[src/rtl/ps2_dir_decoder.sv]
// PS/2 scancode to key-event and player-direction decoder.
// Ports:
//   clock, reset_n          : clock, async active-low reset
//   ps2_code_new, ps2_code  : byte strobe (level) and scancode
//   dir1, dir2              : player directions (UP=0 DOWN=1 LEFT=2 RIGHT=3)
//   game_reset              : one-cycle pulse on Space release
//   key_event               : one-cycle pulse per decoded key event
//   key_code/key_ext/key_break : details of the last event
module ps2_dir_decoder #(
    parameter int unsigned TIMEOUT_CYCLES = 500000,
    parameter bit          ALLOW_REVERSE  = 1'b0
) (
    input  logic       clock,
    input  logic       reset_n,
    input  logic       ps2_code_new,
    input  logic [7:0] ps2_code,
    output logic [1:0] dir1,
    output logic [1:0] dir2,
    output logic       game_reset,
    output logic       key_event,
    output logic [7:0] key_code,
    output logic       key_ext,
    output logic       key_break
);

    localparam logic [1:0] DIR_UP    = 2'd0;
    localparam logic [1:0] DIR_DOWN  = 2'd1;
    localparam logic [1:0] DIR_LEFT  = 2'd2;
    localparam logic [1:0] DIR_RIGHT = 2'd3;

    localparam logic [1:0] S_IDLE      = 2'd0;
    localparam logic [1:0] S_EXT       = 2'd1;
    localparam logic [1:0] S_BREAK     = 2'd2;
    localparam logic [1:0] S_EXT_BREAK = 2'd3;

    localparam int unsigned   CW       = $clog2(TIMEOUT_CYCLES + 1);
    localparam logic [CW-1:0] CNT_LAST = CW'(TIMEOUT_CYCLES - 1);

    logic [1:0]    state_q, state_d;
    logic [CW-1:0] cnt_q, cnt_d;
    logic          new_q, new_d;
    logic [1:0]    dir1_q, dir1_d;
    logic [1:0]    dir2_q, dir2_d;
    logic          gr_q, gr_d;
    logic          ev_q, ev_d;
    logic [7:0]    code_q, code_d;
    logic          ext_q, ext_d;
    logic          brk_q, brk_d;

    logic accept;
    logic is_fill;
    logic emit;
    logic e_ext;
    logic e_brk;

    // Opposite directions differ only in bit 0 with this encoding.
    function automatic logic [1:0] steer(input logic [1:0] cur,
                                         input logic [1:0] req);
        if (!ALLOW_REVERSE && (req == (cur ^ 2'b01)))
            return cur;
        return req;
    endfunction

    assign accept  = ps2_code_new & ~new_q;
    assign is_fill = (ps2_code == 8'h00) || (ps2_code == 8'hFF);

    always_comb begin
        state_d = state_q;
        cnt_d   = cnt_q;
        new_d   = ps2_code_new;
        dir1_d  = dir1_q;
        dir2_d  = dir2_q;
        gr_d    = 1'b0;
        ev_d    = 1'b0;
        code_d  = code_q;
        ext_d   = ext_q;
        brk_d   = brk_q;
        emit    = 1'b0;
        e_ext   = 1'b0;
        e_brk   = 1'b0;

        if (accept) begin
            cnt_d = '0;
            unique case (state_q)
                S_IDLE: begin
                    if (ps2_code == 8'hF0)      state_d = S_BREAK;
                    else if (ps2_code == 8'hE0) state_d = S_EXT;
                    else if (!is_fill)          emit = 1'b1;
                end
                S_EXT: begin
                    if (ps2_code == 8'hF0)      state_d = S_EXT_BREAK;
                    else if (ps2_code != 8'hE0) begin
                        state_d = S_IDLE;
                        emit    = !is_fill;
                        e_ext   = 1'b1;
                    end
                end
                S_BREAK: begin
                    if (ps2_code == 8'hE0)      state_d = S_EXT_BREAK;
                    else if (ps2_code != 8'hF0) begin
                        state_d = S_IDLE;
                        emit    = !is_fill;
                        e_brk   = 1'b1;
                    end
                end
                default: begin
                    if (ps2_code != 8'hF0 && ps2_code != 8'hE0) begin
                        state_d = S_IDLE;
                        emit    = !is_fill;
                        e_ext   = 1'b1;
                        e_brk   = 1'b1;
                    end
                end
            endcase
        end else if (state_q == S_IDLE) begin
            cnt_d = '0;
        end else if (cnt_q == CNT_LAST) begin
            // Stale prefix: drop it silently.
            state_d = S_IDLE;
            cnt_d   = '0;
        end else begin
            cnt_d = cnt_q + 1'b1;
        end

        if (emit) begin
            ev_d   = 1'b1;
            code_d = ps2_code;
            ext_d  = e_ext;
            brk_d  = e_brk;
            if (!e_brk && !e_ext) begin
                case (ps2_code)
                    8'h1D:   dir1_d = steer(dir1_q, DIR_UP);
                    8'h1B:   dir1_d = steer(dir1_q, DIR_DOWN);
                    8'h1C:   dir1_d = steer(dir1_q, DIR_LEFT);
                    8'h23:   dir1_d = steer(dir1_q, DIR_RIGHT);
                    8'h29: begin
                        dir1_d = DIR_RIGHT;
                        dir2_d = DIR_LEFT;
                    end
                    default: ;
                endcase
            end
            if (!e_brk && e_ext) begin
                case (ps2_code)
                    8'h75:   dir2_d = steer(dir2_q, DIR_UP);
                    8'h72:   dir2_d = steer(dir2_q, DIR_DOWN);
                    8'h6B:   dir2_d = steer(dir2_q, DIR_LEFT);
                    8'h74:   dir2_d = steer(dir2_q, DIR_RIGHT);
                    default: ;
                endcase
            end
            if (e_brk && !e_ext && ps2_code == 8'h29)
                gr_d = 1'b1;
        end
    end

    always_ff @(posedge clock or negedge reset_n) begin
        if (!reset_n) begin
            state_q <= S_IDLE;
            cnt_q   <= '0;
            new_q   <= 1'b0;
            dir1_q  <= DIR_RIGHT;
            dir2_q  <= DIR_LEFT;
            gr_q    <= 1'b0;
            ev_q    <= 1'b0;
            code_q  <= 8'h00;
            ext_q   <= 1'b0;
            brk_q   <= 1'b0;
        end else begin
            state_q <= state_d;
            cnt_q   <= cnt_d;
            new_q   <= new_d;
            dir1_q  <= dir1_d;
            dir2_q  <= dir2_d;
            gr_q    <= gr_d;
            ev_q    <= ev_d;
            code_q  <= code_d;
            ext_q   <= ext_d;
            brk_q   <= brk_d;
        end
    end

    assign dir1       = dir1_q;
    assign dir2       = dir2_q;
    assign game_reset = gr_q;
    assign key_event  = ev_q;
    assign key_code   = code_q;
    assign key_ext    = ext_q;
    assign key_break  = brk_q;

endmodule
[config.mk]
export PLATFORM = sky130hd
export DESIGN_NAME = ps2_dir_decoder
export DESIGN_NICKNAME = d
export VERILOG_FILES = /design/src/rtl/ps2_dir_decoder.sv
export SDC_FILE = /design/constraint.sdc
export NUM_CORES = 1
export LEC_CHECK = 0
export CORE_ASPECT_RATIO = 0.8
export CORE_MARGIN = 2
export CORE_UTILIZATION = 45
export DETAILED_ROUTE_END_ITERATION = 16
export GPL_TIMING_DRIVEN = 0
export PLACE_DENSITY_LB_ADDON = 0.08
export SYNTH_ARGS = -nofsm -noshare
export SYNTH_HDL_FRONTEND = slang
export SYNTH_SLANG_ARGS = --single-unit
[constraint.sdc]
create_clock -name clock -period 1.89 [get_ports clock]
set_input_delay 0.2835 -clock clock [delete_from_list [all_inputs] [get_ports clock]]
set_output_delay 0.2835 -clock clock [all_outputs]
set_load 0.02 [all_outputs]
* After elaboration in Yosys (flattened, before gate mapping)
Index checks and enable logic that the tools add are counted.
W data, S select, Z words.
** Word-level totals
- Register bits after elaboration :: 38
- Output and inout bits :: 16
- Logic and storage cells :: 152
** Operators by class
- Add/sub/neg operators :: 1
- Eq/ne operators :: 36
- Muxes and demuxes :: 81
- Bitwise logic cells :: 4
- Reductions and logical operators :: 20
** Operator list (count)
- $mux W19 :: 3
- $mux W1 :: 51
- $mux W2 :: 21
- $eq A8 B7 Y1 const B :: 4
- $eq A8 B5 Y1 const B :: 3
- $eq A8 B8 Y1 const B :: 3
- $ne A4 B4 Y1 const B :: 6
- $add A19 B1 Y19 const B :: 1
- $eq A19 B19 Y1 const B :: 1
- $eq A8 B6 Y1 const B :: 2
- $ne A8 B8 Y1 const B :: 2
- $ne A3 B3 Y1 const B :: 5
- $pmux W2 S5 :: 1
- $eq A2 B2 Y1 const A :: 4
- $logic_not A8 Y1 :: 1
- $pmux W2 S4 :: 1
- $reduce_and A7 Y1 :: 1
- $logic_not A2 Y1 :: 3
- $pmux W2 S3 :: 1
- $reduce_and A6 Y1 :: 1
- $logic_and A1 B1 Y1 :: 5
- $ne A5 B1 Y1 const B :: 1
- $reduce_and A5 Y1 :: 1
- $reduce_bool A5 Y1 :: 1
- 12 further kinds :: 19

* Logic depth before layout (Yosys ltp)
- Word-level depth :: 12
- Depth in mapped cells :: 7
- Depth with buffers taken out :: 6

* Least setup slack after synthesis
Ideal clock, no wire load.
- Path kind :: flip-flop to flip-flop
- From :: reg cnt_q[7]
- To :: reg cnt_q[11]
- Library setup time :: 119 ps
- Arrival :: 1655 ps
- Required time :: 1771 ps
- Setup slack :: 116 ps
- Cell stages (with the launch flop) :: 7
- Cell sequence :: dfrtp_1 or4b_1 o31ai_1 or2_1 buf_2 buf_6 nor2_1
** Between the ends
- Word-level cells in the longest chain between the ends :: 4
- Elaborated cells on any way between the ends :: 5
- Classes of those cells :: add/sub (1); eq/ne (1); mux (3)
** Ends and longest elaborated chain
- start, declared :: line 40 : logic [CW-1:0] cnt_q, cnt_d;
- start signal, assigned :: line 171 : cnt_q <= cnt_d;
- $add A19 B1 Y19 or $eq A19 B19 Y1 (tied branches) :: line 122, 117
- $mux W19 (*) :: line 117 : end else if (cnt_q == CNT_LAST) begin
- $mux W19 (*) :: line 115 : end else if (state_q == S_IDLE) begin
- $mux W19 (*) :: line 82 : if (accept) begin
- via cnt_d[11] :: line 40
The timed path passes the listed nets; every way through them passes the cells marked *.
A chain may end at the register's enable or synchronous reset.

* Worst setup path after layout
- From :: reg dir1_q[1], in the netlist dir1[1]
- To :: out dir1[1]
** RTL lines
- start, declared :: line 42 : logic [1:0] dir1_q, dir1_d;
- start signal, assigned :: line 173 : dir1_q <= dir1_d;
- end, declared :: line 17 : output logic [1:0] dir1,
No word-level cell between the ends.

==> results.cfg <==
[drt]
post_drt_via_cell_ratio = 5.68
totalWireLength_um = 4770
wl_per_cell_um = 15.5
drt-pass1-iter-count = 4
drt_iter0_drc = 142
drc = 0
met2_length_um = 2070
ant_nets = 0
met3_wirelength_um = 350
routed.top_layer = met4
via_count = 1745
met1_length_um = 2290

[worst_setup_path]
worstSetupPathType = register to output pin
required_ns = 1.61
crit_path_start_kind = register
cp_num_cells = 1
worst_setup_path_end_kind = output pin
rr_worst_depth = 5
cp_slowest_cell = clkdlybuf4s50_1
critPathLaunch = dir1[1]
r2r-start = dir1[1]
path_max_fanout = 5
cp_top_family = buffers and inverters
slowest_delay_ns = 0.63
path_buf_inv = 1
crit_arrival_ns = 1.53
cp_cell_sequence = clkdlybuf4s50_1

[grt]
antenna_found_initial = 0
grt_pass1_wl_um = 8300
grt_usage_pct = 20.8
grt_overflow_total = 0
grt_max_degree = 39
first_global_vias = 1698

[placement]
place_ws_ns = -0.555
gp_congestion = 0.857
io_buffers = 26
dp_hpwl_um = 3380

[logic_synthesis]
synth_fp_nets = 215
synth-xor-area-share_pct = 7.50
async_reset_ff_share_pct = 100
synthSimpleGateAreaFrac_pct = 26.4
synthDistinctLibCells = 56
synth.area.top_cells = dfrtp_1 42%, mux2_1 5.4%, nor2_1 5.0%
synth_top_family_by_area = simple AND/OR/NAND/NOR gates
synthCells = 203
synth-main-ff-cell = dfrtp_1
syn_avg_cell_area_um2 = 10.4
synth_top_area_cell = dfrtp_1
synth.ff_latch_count = 38
synth_compound_area_share_pct = 9.40
yosys_warnings = 0
synthAdderAreaFrac_pct = 0.595
synth_top_area_share_pct = 41.6
synth_area_um2 = 2100
seq_area_frac_synth_pct = 45.4
synth_mux_area_share_pct = 7.26
synth-edff-count = 0

[timing]
timing.final.crit_share_pct = 95.9
fin_ws_ns = 0.0778
max_freq_mhz = 552
whs_ns = 0.0765
slew-limit-headroom_pct = 46.2
fin_tns_setup_ns = 0
worst_slew_pin_slew_ns = 0.807
setup_violations = 0
drv_slew = 0
period_needed_ns = 1.81
grt_setup_unrepaired = no
hold_viol_final = 0
fin_skew_ns = 0.00711

[worst_hold_path]
hold_class = input pin to async pin

[cts]
cts_tree = done
cts_buffers = 5
clockBufferDepth = 2
htreeDepth = 2
path_clk_slew_ns = 0.07
clk-insertion-delay-late_ns = 0.29
cts_sinks = 38
root_buffer = clkbuf_8

[die]
die_x_um = 80.4
start_util_pct = 46.3
die_h_um = 65.2
row_count = 22
fp.coreArea_um2 = 4540
ios = 27
die_area_um2 = 5240

[power_and_ir_drop]
powerDensity_nw_per_um2 = 629
power.leakage_uw = 0.00110
peakVddDrop_uv = 454

[job]
maxCapViolations = 0

[status]
status = finished, final reports clean

[cells_and_area]
final_util_pct = 59.0
syn_to_final_growth_pct = 27.5
diodes = 0
final_nets = 258
layout_common_cells = 35 x dfrtp_1, 28 x nor2_1, 17 x clkdlybuf4s50_1, 12 x nand2_1, 11 x xor2_1
layout-drive-gt1-share_pct = 19.0
final_common_cell = dfrtp_1
==> flip-flops by register name, indices dropped and copies added, names as in the netlist <==
signal,count
cnt_q,19
dir1,2
dir2,2
game_reset,1
key_break,1
key_code,8
key_event,1
key_ext,1
new_q,1
state_q,2
==> final cells by class <==
| class | count | area [µm²] |
|---|---|---|
| clock inverters | 1 | 5.00 |
| clock buffers | 7 | 86.3 |
| repair buffers | 36 | 324 |
| multi-input cells | 150 | 1130 |
| fillers | 381 | 1860 |
| well taps | 60 | 75.1 |
| inverters | 6 | 22.5 |
| plain buffers | 9 | 78.8 |
| flip-flops and latches | 38 | 955 |
==> cells in the mapped netlist, types with 2 or more instances <==
library cell,number
nand3_1,8
nand3b_1,3
nor4bb_1,3
o2bb2ai_1,4
or3_1,2
a31oi_1,3
and3_1,4
and3b_1,2
mux2_4,2
nor2_1,28
xor2_1,11
nor4b_1,3
xnor2_1,7
o21ai_0,2
a21oi_1,2
mux2_1,10
a211oi_2,2
buf_2,4
nor2b_1,5
nand2b_1,2
or4_4,2
clkbuf_1,3
inv_1,5
dfstp_2,3
nand2_1,12
nand4_1,7
dfrtp_1,35
==> report_power, final <==
part,switching [µW],internal (µW)
clock network,276,294
logic,138,118
registers,15.7,844
==> metal layers <==
layer  track usage [%]  vias up
met3              6.32        8
met4              7.42        0
met1              29.7      861
li1                  -      821
met5                 0        -
met2              29.8       55
==> what timing repair did <==
action / in CTS / in global routing
hold buffers: 0 / 0
pin swaps: 3 / 5
setup endpoints to repair: 23 / 25
setup buffers: 7 / 3
resized for setup: 22 / 7
==> metrics by stage <==
| step | std cells | area (µm²) | total power (µW) |
|---|---|---|---|
| after CTS | 304 | 2620 | 1700 |
| after detailed placement | 289 | 2430 | 1120 |
| after global routing | 307 | 2680 | 1760 |
| after floorplan | 203 | 2100 | 989 |
| after global placement | 289 | 2440 | 1120 |
| final | 307 | 2680 | 1690 |
==> path summary, 6_finish.rpt <==
check / end / slack, ns
setup / recovery: dir1[1] / 0.08
max in group asynchronous: dir2[0] / 1.29
min in group clock: key_code[1] / 0.49
hold / removal: key_code[1] / 0.08
setup reg to reg: dir1[1] / 0.12
hold reg to reg: key_code[1] / 0.49
==> cell families after synthesis <==
kind of cell,count (synthesis)
mux,13
fa+ha+maj,1
flops,38
buf+inv,15
xor+xnor,18
compound gates,25
simple gates,93
Power figures use the tool's default switching activity.
